<file path="config.mk">
export PLATFORM = sky130hd
export DESIGN_NAME = seq_alu_flat
export DESIGN_NICKNAME = d
export VERILOG_FILES = /design/src/rtl/seq_alu_if.sv /design/src/rtl/seq_alu.sv /design/src/flat_wrapper.sv
export SDC_FILE = /design/constraint.sdc
export NUM_CORES = 1
export LEC_CHECK = 0
export ABC_AREA = 1
export CORE_ASPECT_RATIO = 0.5
export CORE_MARGIN = 1
export CORE_UTILIZATION = 62
export CTS_BUF_LIST = sky130_fd_sc_hd__clkbuf_16
export DETAILED_ROUTE_END_ITERATION = 12
export MAX_ROUTING_LAYER = met4
export PLACE_DENSITY = 0.84
export SYNTH_ARGS = -nofsm -noshare
export SYNTH_HDL_FRONTEND = slang
export SYNTH_SLANG_ARGS = --single-unit
</file>
<file path="constraint.sdc">
create_clock -name clk -period 4.9 [get_ports clk]
set_clock_uncertainty 0.05 [all_clocks]
set_input_delay 0.98 -clock clk [delete_from_list [all_inputs] [get_ports clk]]
set_output_delay 0.98 -clock clk [all_outputs]
set_load 0.01 [all_outputs]
</file>
<file path="src/rtl/seq_alu_if.sv">
// Operand/result bundle between the control unit and the sequential ALU.
// Purely wiring; adds no latency.
// Flow control is the start/busy/done handshake carried here.
interface seq_alu_if #(
  parameter int WIDTH = 16
);
  logic             start;
  logic [3:0]       op;
  logic [WIDTH-1:0] a;
  logic [WIDTH-1:0] b;
  logic             cin;
  logic             csel;
  logic [WIDTH-1:0] y;
  logic             cout;
  logic             zout;
  logic             busy;
  logic             done;

  modport master (
    output start, op, a, b, cin, csel,
    input  y, cout, zout, busy, done
  );

  modport slave (
    input  start, op, a, b, cin, csel,
    output y, cout, zout, busy, done
  );
endinterface

</file>
<file path="src/rtl/seq_alu.sv">
// Multi-cycle ALU: single-cycle logic/add/sub, bit-serial shifts, shift-add multiply.
// Latency 1 cycle for simple ops, n+1 for a shift by n, WIDTH+1 for multiply.
// start is ignored while busy; nothing is queued, done pulses once per accepted op.
module seq_alu #(
  parameter int WIDTH = 16
) (
  input logic    clk,
  input logic    reset,
  seq_alu_if.slave bus
);
  localparam int SHW = $clog2(WIDTH);

  localparam logic [3:0] OP_PASS = 4'd0;
  localparam logic [3:0] OP_NOT  = 4'd1;
  localparam logic [3:0] OP_ADD  = 4'd2;
  localparam logic [3:0] OP_SUB  = 4'd3;
  localparam logic [3:0] OP_AND  = 4'd4;
  localparam logic [3:0] OP_OR   = 4'd5;
  localparam logic [3:0] OP_XOR  = 4'd6;
  localparam logic [3:0] OP_SHL  = 4'd7;
  localparam logic [3:0] OP_SHR  = 4'd8;
  localparam logic [3:0] OP_ASR  = 4'd9;
  localparam logic [3:0] OP_MUL  = 4'd10;

  localparam logic [SHW:0] CNT_ONE  = (SHW+1)'(1);
  localparam logic [SHW:0] CNT_FULL = (SHW+1)'(WIDTH);

  typedef enum logic [1:0] {IDLE, SHIFT, MULT} state_t;

  state_t             state, state_nxt;
  logic [WIDTH-1:0]   y_q, y_nxt;
  logic               cout_q, cout_nxt;
  logic               done_q, done_nxt;
  logic [SHW:0]       cnt, cnt_nxt;
  logic [3:0]         sop, sop_nxt;
  logic [WIDTH-1:0]   work, work_nxt;
  logic [2*WIDTH-1:0] mcand, mcand_nxt;
  logic [WIDTH-1:0]   mplier, mplier_nxt;
  logic [2*WIDTH-1:0] acc, acc_nxt;

  logic               c_sel;
  logic [SHW-1:0]     amt;
  logic [WIDTH:0]     sum;
  logic [WIDTH-1:0]   sh_val;
  logic               sh_out;
  logic [2*WIDTH-1:0] acc_step;

  // stored carry lets multi-word add/sub chain through the cout register
  assign c_sel    = bus.csel ? cout_q : bus.cin;
  assign amt      = bus.b[SHW-1:0];
  assign acc_step = mplier[0] ? acc + mcand : acc;

  assign bus.y    = y_q;
  assign bus.cout = cout_q;
  assign bus.zout = (y_q == '0);
  assign bus.busy = (state != IDLE);
  assign bus.done = done_q;

  // one-bit step of the working register for the captured shift kind
  always_comb begin
    sh_val = work;
    sh_out = 1'b0;
    case (sop)
      OP_SHL: begin
        sh_val = {work[WIDTH-2:0], 1'b0};
        sh_out = work[WIDTH-1];
      end
      OP_SHR: begin
        sh_val = {1'b0, work[WIDTH-1:1]};
        sh_out = work[0];
      end
      OP_ASR: begin
        sh_val = {work[WIDTH-1], work[WIDTH-1:1]};
        sh_out = work[0];
      end
      default: begin
        sh_val = work;
        sh_out = 1'b0;
      end
    endcase
  end

  // next-state, datapath loads and result writeback
  always_comb begin
    state_nxt  = state;
    y_nxt      = y_q;
    cout_nxt   = cout_q;
    done_nxt   = 1'b0;
    cnt_nxt    = cnt;
    sop_nxt    = sop;
    work_nxt   = work;
    mcand_nxt  = mcand;
    mplier_nxt = mplier;
    acc_nxt    = acc;
    sum        = '0;
    case (state)
      IDLE: begin
        if (bus.start) begin
          done_nxt = 1'b1;
          cout_nxt = 1'b0;
          case (bus.op)
            OP_PASS: y_nxt = bus.a;
            OP_NOT:  y_nxt = ~bus.a;
            OP_ADD: begin
              sum      = {1'b0, bus.a} + {1'b0, bus.b} + {{WIDTH{1'b0}}, c_sel};
              y_nxt    = sum[WIDTH-1:0];
              cout_nxt = sum[WIDTH];
            end
            OP_SUB: begin
              sum      = {1'b0, bus.a} + {1'b0, ~bus.b} + {{WIDTH{1'b0}}, c_sel};
              y_nxt    = sum[WIDTH-1:0];
              cout_nxt = sum[WIDTH];
            end
            OP_AND:  y_nxt = bus.a & bus.b;
            OP_OR:   y_nxt = bus.a | bus.b;
            OP_XOR:  y_nxt = bus.a ^ bus.b;
            OP_SHL, OP_SHR, OP_ASR: begin
              if (amt == '0) begin
                y_nxt = bus.a;
              end else begin
                done_nxt  = 1'b0;
                cout_nxt  = cout_q;
                work_nxt  = bus.a;
                sop_nxt   = bus.op;
                cnt_nxt   = {1'b0, amt};
                state_nxt = SHIFT;
              end
            end
            OP_MUL: begin
              done_nxt   = 1'b0;
              cout_nxt   = cout_q;
              mcand_nxt  = {{WIDTH{1'b0}}, bus.a};
              mplier_nxt = bus.b;
              acc_nxt    = '0;
              cnt_nxt    = CNT_FULL;
              state_nxt  = MULT;
            end
            default: y_nxt = '0;
          endcase
        end
      end
      SHIFT: begin
        work_nxt = sh_val;
        cnt_nxt  = cnt - CNT_ONE;
        if (cnt == CNT_ONE) begin
          y_nxt     = sh_val;
          cout_nxt  = sh_out;
          done_nxt  = 1'b1;
          state_nxt = IDLE;
        end
      end
      MULT: begin
        acc_nxt    = acc_step;
        mcand_nxt  = {mcand[2*WIDTH-2:0], 1'b0};
        mplier_nxt = {1'b0, mplier[WIDTH-1:1]};
        cnt_nxt    = cnt - CNT_ONE;
        if (cnt == CNT_ONE) begin
          y_nxt     = acc_step[WIDTH-1:0];
          cout_nxt  = |acc_step[2*WIDTH-1:WIDTH];
          done_nxt  = 1'b1;
          state_nxt = IDLE;
        end
      end
      default: state_nxt = IDLE;
    endcase
  end

  // state register; reset discards any in-flight operation
  always_ff @(posedge clk or posedge reset) begin
    if (reset) state <= IDLE;
    else       state <= state_nxt;
  end

  // result, flag and iteration registers
  always_ff @(posedge clk or posedge reset) begin
    if (reset) begin
      y_q    <= '0;
      cout_q <= 1'b0;
      done_q <= 1'b0;
      cnt    <= '0;
      sop    <= '0;
      work   <= '0;
      mcand  <= '0;
      mplier <= '0;
      acc    <= '0;
    end else begin
      y_q    <= y_nxt;
      cout_q <= cout_nxt;
      done_q <= done_nxt;
      cnt    <= cnt_nxt;
      sop    <= sop_nxt;
      work   <= work_nxt;
      mcand  <= mcand_nxt;
      mplier <= mplier_nxt;
      acc    <= acc_nxt;
    end
  end
endmodule

</file>
<file path="src/flat_wrapper.sv">
// flat-port wrapper written by rule: the top's interface ports become plain ports
module seq_alu_flat 
#(
  parameter int WIDTH = 16
)
  (clk, reset, bus_start, bus_op, bus_a, bus_b, bus_cin, bus_csel, bus_y, bus_cout, bus_zout, bus_busy, bus_done);
  seq_alu_if #(.WIDTH(WIDTH)) bus_i ();
  input logic clk;
  input logic reset;
  input wire logic [$bits(bus_i.start)-1:0] bus_start;
  input wire logic [$bits(bus_i.op)-1:0] bus_op;
  input wire logic [$bits(bus_i.a)-1:0] bus_a;
  input wire logic [$bits(bus_i.b)-1:0] bus_b;
  input wire logic [$bits(bus_i.cin)-1:0] bus_cin;
  input wire logic [$bits(bus_i.csel)-1:0] bus_csel;
  output wire logic [$bits(bus_i.y)-1:0] bus_y;
  output wire logic [$bits(bus_i.cout)-1:0] bus_cout;
  output wire logic [$bits(bus_i.zout)-1:0] bus_zout;
  output wire logic [$bits(bus_i.busy)-1:0] bus_busy;
  output wire logic [$bits(bus_i.done)-1:0] bus_done;
  assign bus_i.start = bus_start;
  assign bus_i.op = bus_op;
  assign bus_i.a = bus_a;
  assign bus_i.b = bus_b;
  assign bus_i.cin = bus_cin;
  assign bus_i.csel = bus_csel;
  assign bus_y = bus_i.y;
  assign bus_cout = bus_i.cout;
  assign bus_zout = bus_i.zout;
  assign bus_busy = bus_i.busy;
  assign bus_done = bus_i.done;
  seq_alu #(.WIDTH(WIDTH)) u_core (.clk(clk), .reset(reset), .bus(bus_i));
endmodule
</file>
# Word-level counts from Yosys, hierarchy flattened
# Cells that the tools add are included.
# Widths: inputs -> output; s select.
# totals
inputBits,41
elab_cells,111
out_inout_bits,20
register_bits,125
# classes
n_addsub,6
n_bitwise,6
n_mux,43
n_eq_ne,27
reduce_logical,19
# ops
op,count
$mux 32,5
$mux 16,9
$pmux 16 s9,1
$pmux 32 s2,2
$pmux 16 s3,2
$pmux 16 s2,2
$add 16x16->17,2
$add 17x1->17,2
$add 32x32->32,1
$not 16->16,2
$eq 4x3->1 const B,5
$eq 4x4->1 const B,5
$pmux 5 s2,2
$and 16x16->16,1
$logic_not 16->1,1
$or 16x16->16,1
$reduce_and 4->1,4
$reduce_or 16->1,1
$xor 16x16->16,1
$mux 5,2
$ne 2x2->1 const B,5
$eq 4x2->1 const B,2
$logic_not 4->1,2
$mux 1,8
other kinds (21),33

# Logic depth before layout (Yosys ltp)
# depth
depth_word,6
mapped_depth,21
ltp_nobuf,21

# Least setup slack after synthesis
# Ideal clock, no wire load.
# synth_path
kind,in2reg
from,in bus_csel
to,reg u_core.y_q[10] (netlist: u_core.bus.y[10])
stages,16
path_slack_ns,1.729
arrival_time_ns,3.043
required_ns,4.773
setup_time_ns,0.077
path_buffers,0
cell_sequence,mux2i_1 > fa_1 > fa_1 > inv_1 > nand3_1 > nand2_1 > nand2_1 > nand2_1 > a21oi_1 > o21ai_0 > nand3_1 > nand3_1 > nand3_1 > nand3_1 > nand2_1 > a21oi_1
# synth_via
elab_chain_len,5
word_cells_on_any_way,6
classes_between,2 x add/sub; 4 x mux
# synth_lines
element,line,rtl
from (decl),flat_wrapper.sv:15,input wire logic [$bits(bus_i.csel)-1:0] bus_csel;
$mux 1 (*),seq_alu.sv:49,assign c_sel = bus.csel ? cout_q : bus.cin;
$add 17x1->17 (on tied branches),"seq_alu.sv:110, seq_alu.sv:105",
$pmux 16 s9 (*),seq_alu.sv:101,case (bus.op)
$mux 16 (*),seq_alu.sv:98,if (bus.start) begin
$pmux 16 s3 (*),seq_alu.sv:96,case (state)
to (signal assigned),seq_alu.sv:187,y_q <= y_nxt;
to (decl),seq_alu.sv:31,"logic [WIDTH-1:0] y_q, y_nxt;"
# Every way passes the cells marked *; elsewhere a longest branch is shown, timed or not. The select of a mux whose other input is x is not followed.
# A chain may end at the register's enable or synchronous reset.

# Worst setup path in the final report
# layout_path
from,in bus_b[0]
to,reg u_core.y_q[10] (netlist: u_core.bus.y[10])
# layout_via
elab_chain_len,6
word_cells_on_any_way,11
classes_between,4 x add/sub; 1 x eq/ne; 3 x mux; 1 x bitwise; 2 x reduce/logical
# layout_lines
element,line,rtl
from (decl),flat_wrapper.sv:13,input wire logic [$bits(bus_i.b)-1:0] bus_b;
$not 16->16,seq_alu.sv:110,"sum = {1'b0, bus.a} + {1'b0, ~bus.b} + {{WIDTH{1'b0}}, c_sel};"
$add 16x16->17,seq_alu.sv:110,
$add 17x1->17,seq_alu.sv:110,
$pmux 16 s9,seq_alu.sv:101,
$mux 16,seq_alu.sv:98,
$pmux 16 s3,seq_alu.sv:96,
# Several ways; a longest one is shown, not always the timed one. The select of a mux whose other input is x is not followed.

==> impl_metrics.ini <==
[layout]
layout.nets = 1931
register_area_sq_mm = 0.00313
fin_cells = 2049
fin_util_pct = 72.4
final_cell_mix = nand2_1, inv_1, nor2_1
fillers = 1458
final_common_cell = nand2_1
area_growth_pct = 12.4
multi_input_area_sq_mm = 0.00683
drive_gt1_share_pct = 4.85
design_area_sq_mm = 0.0127

[logic_synthesis]
synth-warning-count = 0
yosys-top-cells-area = dfrtp_1, nand2_1, inv_1
netlist.area_leader.share_pct = 27.6
syn_inst = 1758
yosysUniqueCellTypes = 50
async_flop_share_pct = 100
synth_fp_nets = 1888
synthFlopType = dfrtp_1
synthesis.area_sq_mm = 0.0113
ys_seq_elements = 125
synth_edf_count = 0
ys_seq_area_share_pct = 27.6
yosysTopAreaCell = dfrtp_1
syn_area_per_cell_sq_um = 6.45

[routing]
avgRoutedWirePerCell_um = 18.3
drt_wl_total_um = 37400
vias = 12300
route.detailed.drc = 0
via_per_inst = 6.02
ant_nets = 0
drt_pass1_iterations = 7
drtIter0Drc = 1444

[place]
dpl_cell_area_sq_mm = 0.0122
placed_cells = 2016
port_buffers = 60
dpl.hpwl_um = 27900
gp_congestion = 1.08

[worst_setup_path]
arrival_ns = 4.04
end_kind = flip-flop
cp.required_ns = 5.21
startpoint_type = input pin
cp_max_fo = 5
r2r_setup_slack_ns = 1.55
critPathKind = in2reg

[global_route]
grt-ovfl-total = 0
grt_usage_pct = 41.8
grt_max_degree = 91
antenna_found_initial = 1
grt_pass1_vias = 11700
grt_pass1_wl_um = 60200

[timing]
drv_slew = 0
grt_setup_unrepaired = false
tns_ns = 0
hold_viol_final = 0
setup_viol = 0
fin_crit_sh_pct = 76.0
slew_headroom_pct = 37.1
tightestPinTransition_ns = 0.943
finalCriticalPeriod_ns = 3.72
holdWs_ns = 0.444
fmax_mhz = 269

[floorplanning]
std_cell_rows = 34
dieWidth_um = 193
start_util_pct = 64.4
die_y_um = 97.6
boundaryPins = 61
fp.coreArea_sq_mm = 0.0176
dieArea_sq_mm = 0.0189

[clock_tree]
htreeDepth = 4
clock_latency_ns = 0.44
clockRootBuffer = clkbuf_16
cts_buffer_depth = 2
cts_setup_buffers = 0
post_cts_resized = 0
tritoncts = built
clock-sinks = 125
cts_hold_buf = 0
clk_pin_slew_ns = 0.07
numCtsBuffers = 17

[status]
outcome = complete, no violations

[power_and_ir_drop]
power.leakage_uw = 0.00655
power_density_mw_per_mm2 = 555
irDropWorstVdd_uv = 338

[min_path]
hp-class = reg2reg

[run]
drv_cap = 0
[flip-flops by register name (all words and copies together), names as in the netlist, 2 cells and up]
name / count
u_core.acc: 32
u_core.sop: 4
u_core.work: 16
u_core.cnt: 5
u_core.mplier: 16
u_core.state: 2
u_core.mcand: 32
u_core.bus.y: 16
[cell usage after synthesis, drive strengths merged, types with 4 or more instances]
library cell and number:
nor2 160, a22o 7, xnor2 8, ha 84, a21boi 6, nand3 90, buf 21, nand2 489
fa 5, nor4 8, xor2 12, o31ai 4, inv 300, o21ai 133, nor3 25, clkbuf 36
o22ai 47, a31oi 22, o2111ai 6, a21o 4, a211oi 7, o211ai 29, nand4 12, o221ai 5
a21oi 89, a221oi 8, dfrtp 125
[worst paths after layout]
| path | startpoint | end | cells after the start |
|---|---|---|---|
| worst max-delay path | bus_b[0] | u_core.bus.y[10] | 17 |
| worst min-delay path | u_core.mplier[15] | u_core.mplier[15] | 2 |
| worst max register to register | u_core.mcand[0] | u_core.bus.cout | 18 |
| worst min register to register | u_core.mplier[15] | u_core.mplier[15] | 2 |
| max in group asynchronous | reset | u_core.mplier[6] | 3 |
| min in group asynchronous | reset | u_core.mcand[20] | 2 |
[kinds of logic after synthesis]
group | share of synthesized area [%]
and+or+nand+nor | 28.8
AOI/OAI and AO/OA | 19.6
muxes | 0.0883
buffers and inverters | 12.3
DFF | 27.6
xor gates and xnor gates | 1.54
adders and majority gates | 10.2
[routing by layer]
metal  track usage [%]  up-vias  wire [um]
met3              9.96       93       4240
met2              62.5      719      16300
li1                  -     5806          -
met5                 -        -          0
met1              54.9     5707      15800
met4              15.9        0       1070
[worst max-delay path, stage by stage]
cell,delay [ns]
clkdlybuf4s50_1,0.61
inv_1,0.14
fa_1,0.48
fa_1,0.41
inv_1,0.09
nand3_1,0.08
nand2_1,0.10
nand2_1,0.07
nand2_1,0.07
a21oi_1,0.10
o21ai_0,0.31
nand3_1,0.15
nand3_1,0.09
nand3_1,0.08
nand3_1,0.10
nand2_1,0.06
a21oi_1,0.13
[power breakdown]
group / switching, uW / total [uW] / internal (uW)
clock network: 598 / 1270 / 674
registers: 301 / 1740 / 1440
logic: 2750 / 4070 / 1320
total: 3650 / 7080 / 3430
[stage by stage]
stage	setup WS (ns)	total power, uW
2_1_floorplan	0.542	4500
3_3_place_gp	0.831	5470
3_5_place_dp	0.769	5640
4_1_cts	1.21	6940
5_1_grt	0.841	7570
6_report	1.18	7080
[layout make-up]
class                           instances  area share [%]
Antenna cell                            1          0.0196
Multi-Input combinational cell       1274            53.6
Clock buffer                           17            3.34
Clock inverter                         15            1.18
Timing Repair Buffer                   81            6.15
Sequential cell                       125            24.5
Tap cell                              234            2.30
Inverter                              302            8.92
No activity file was read; power rests on OpenSTA's default activity.
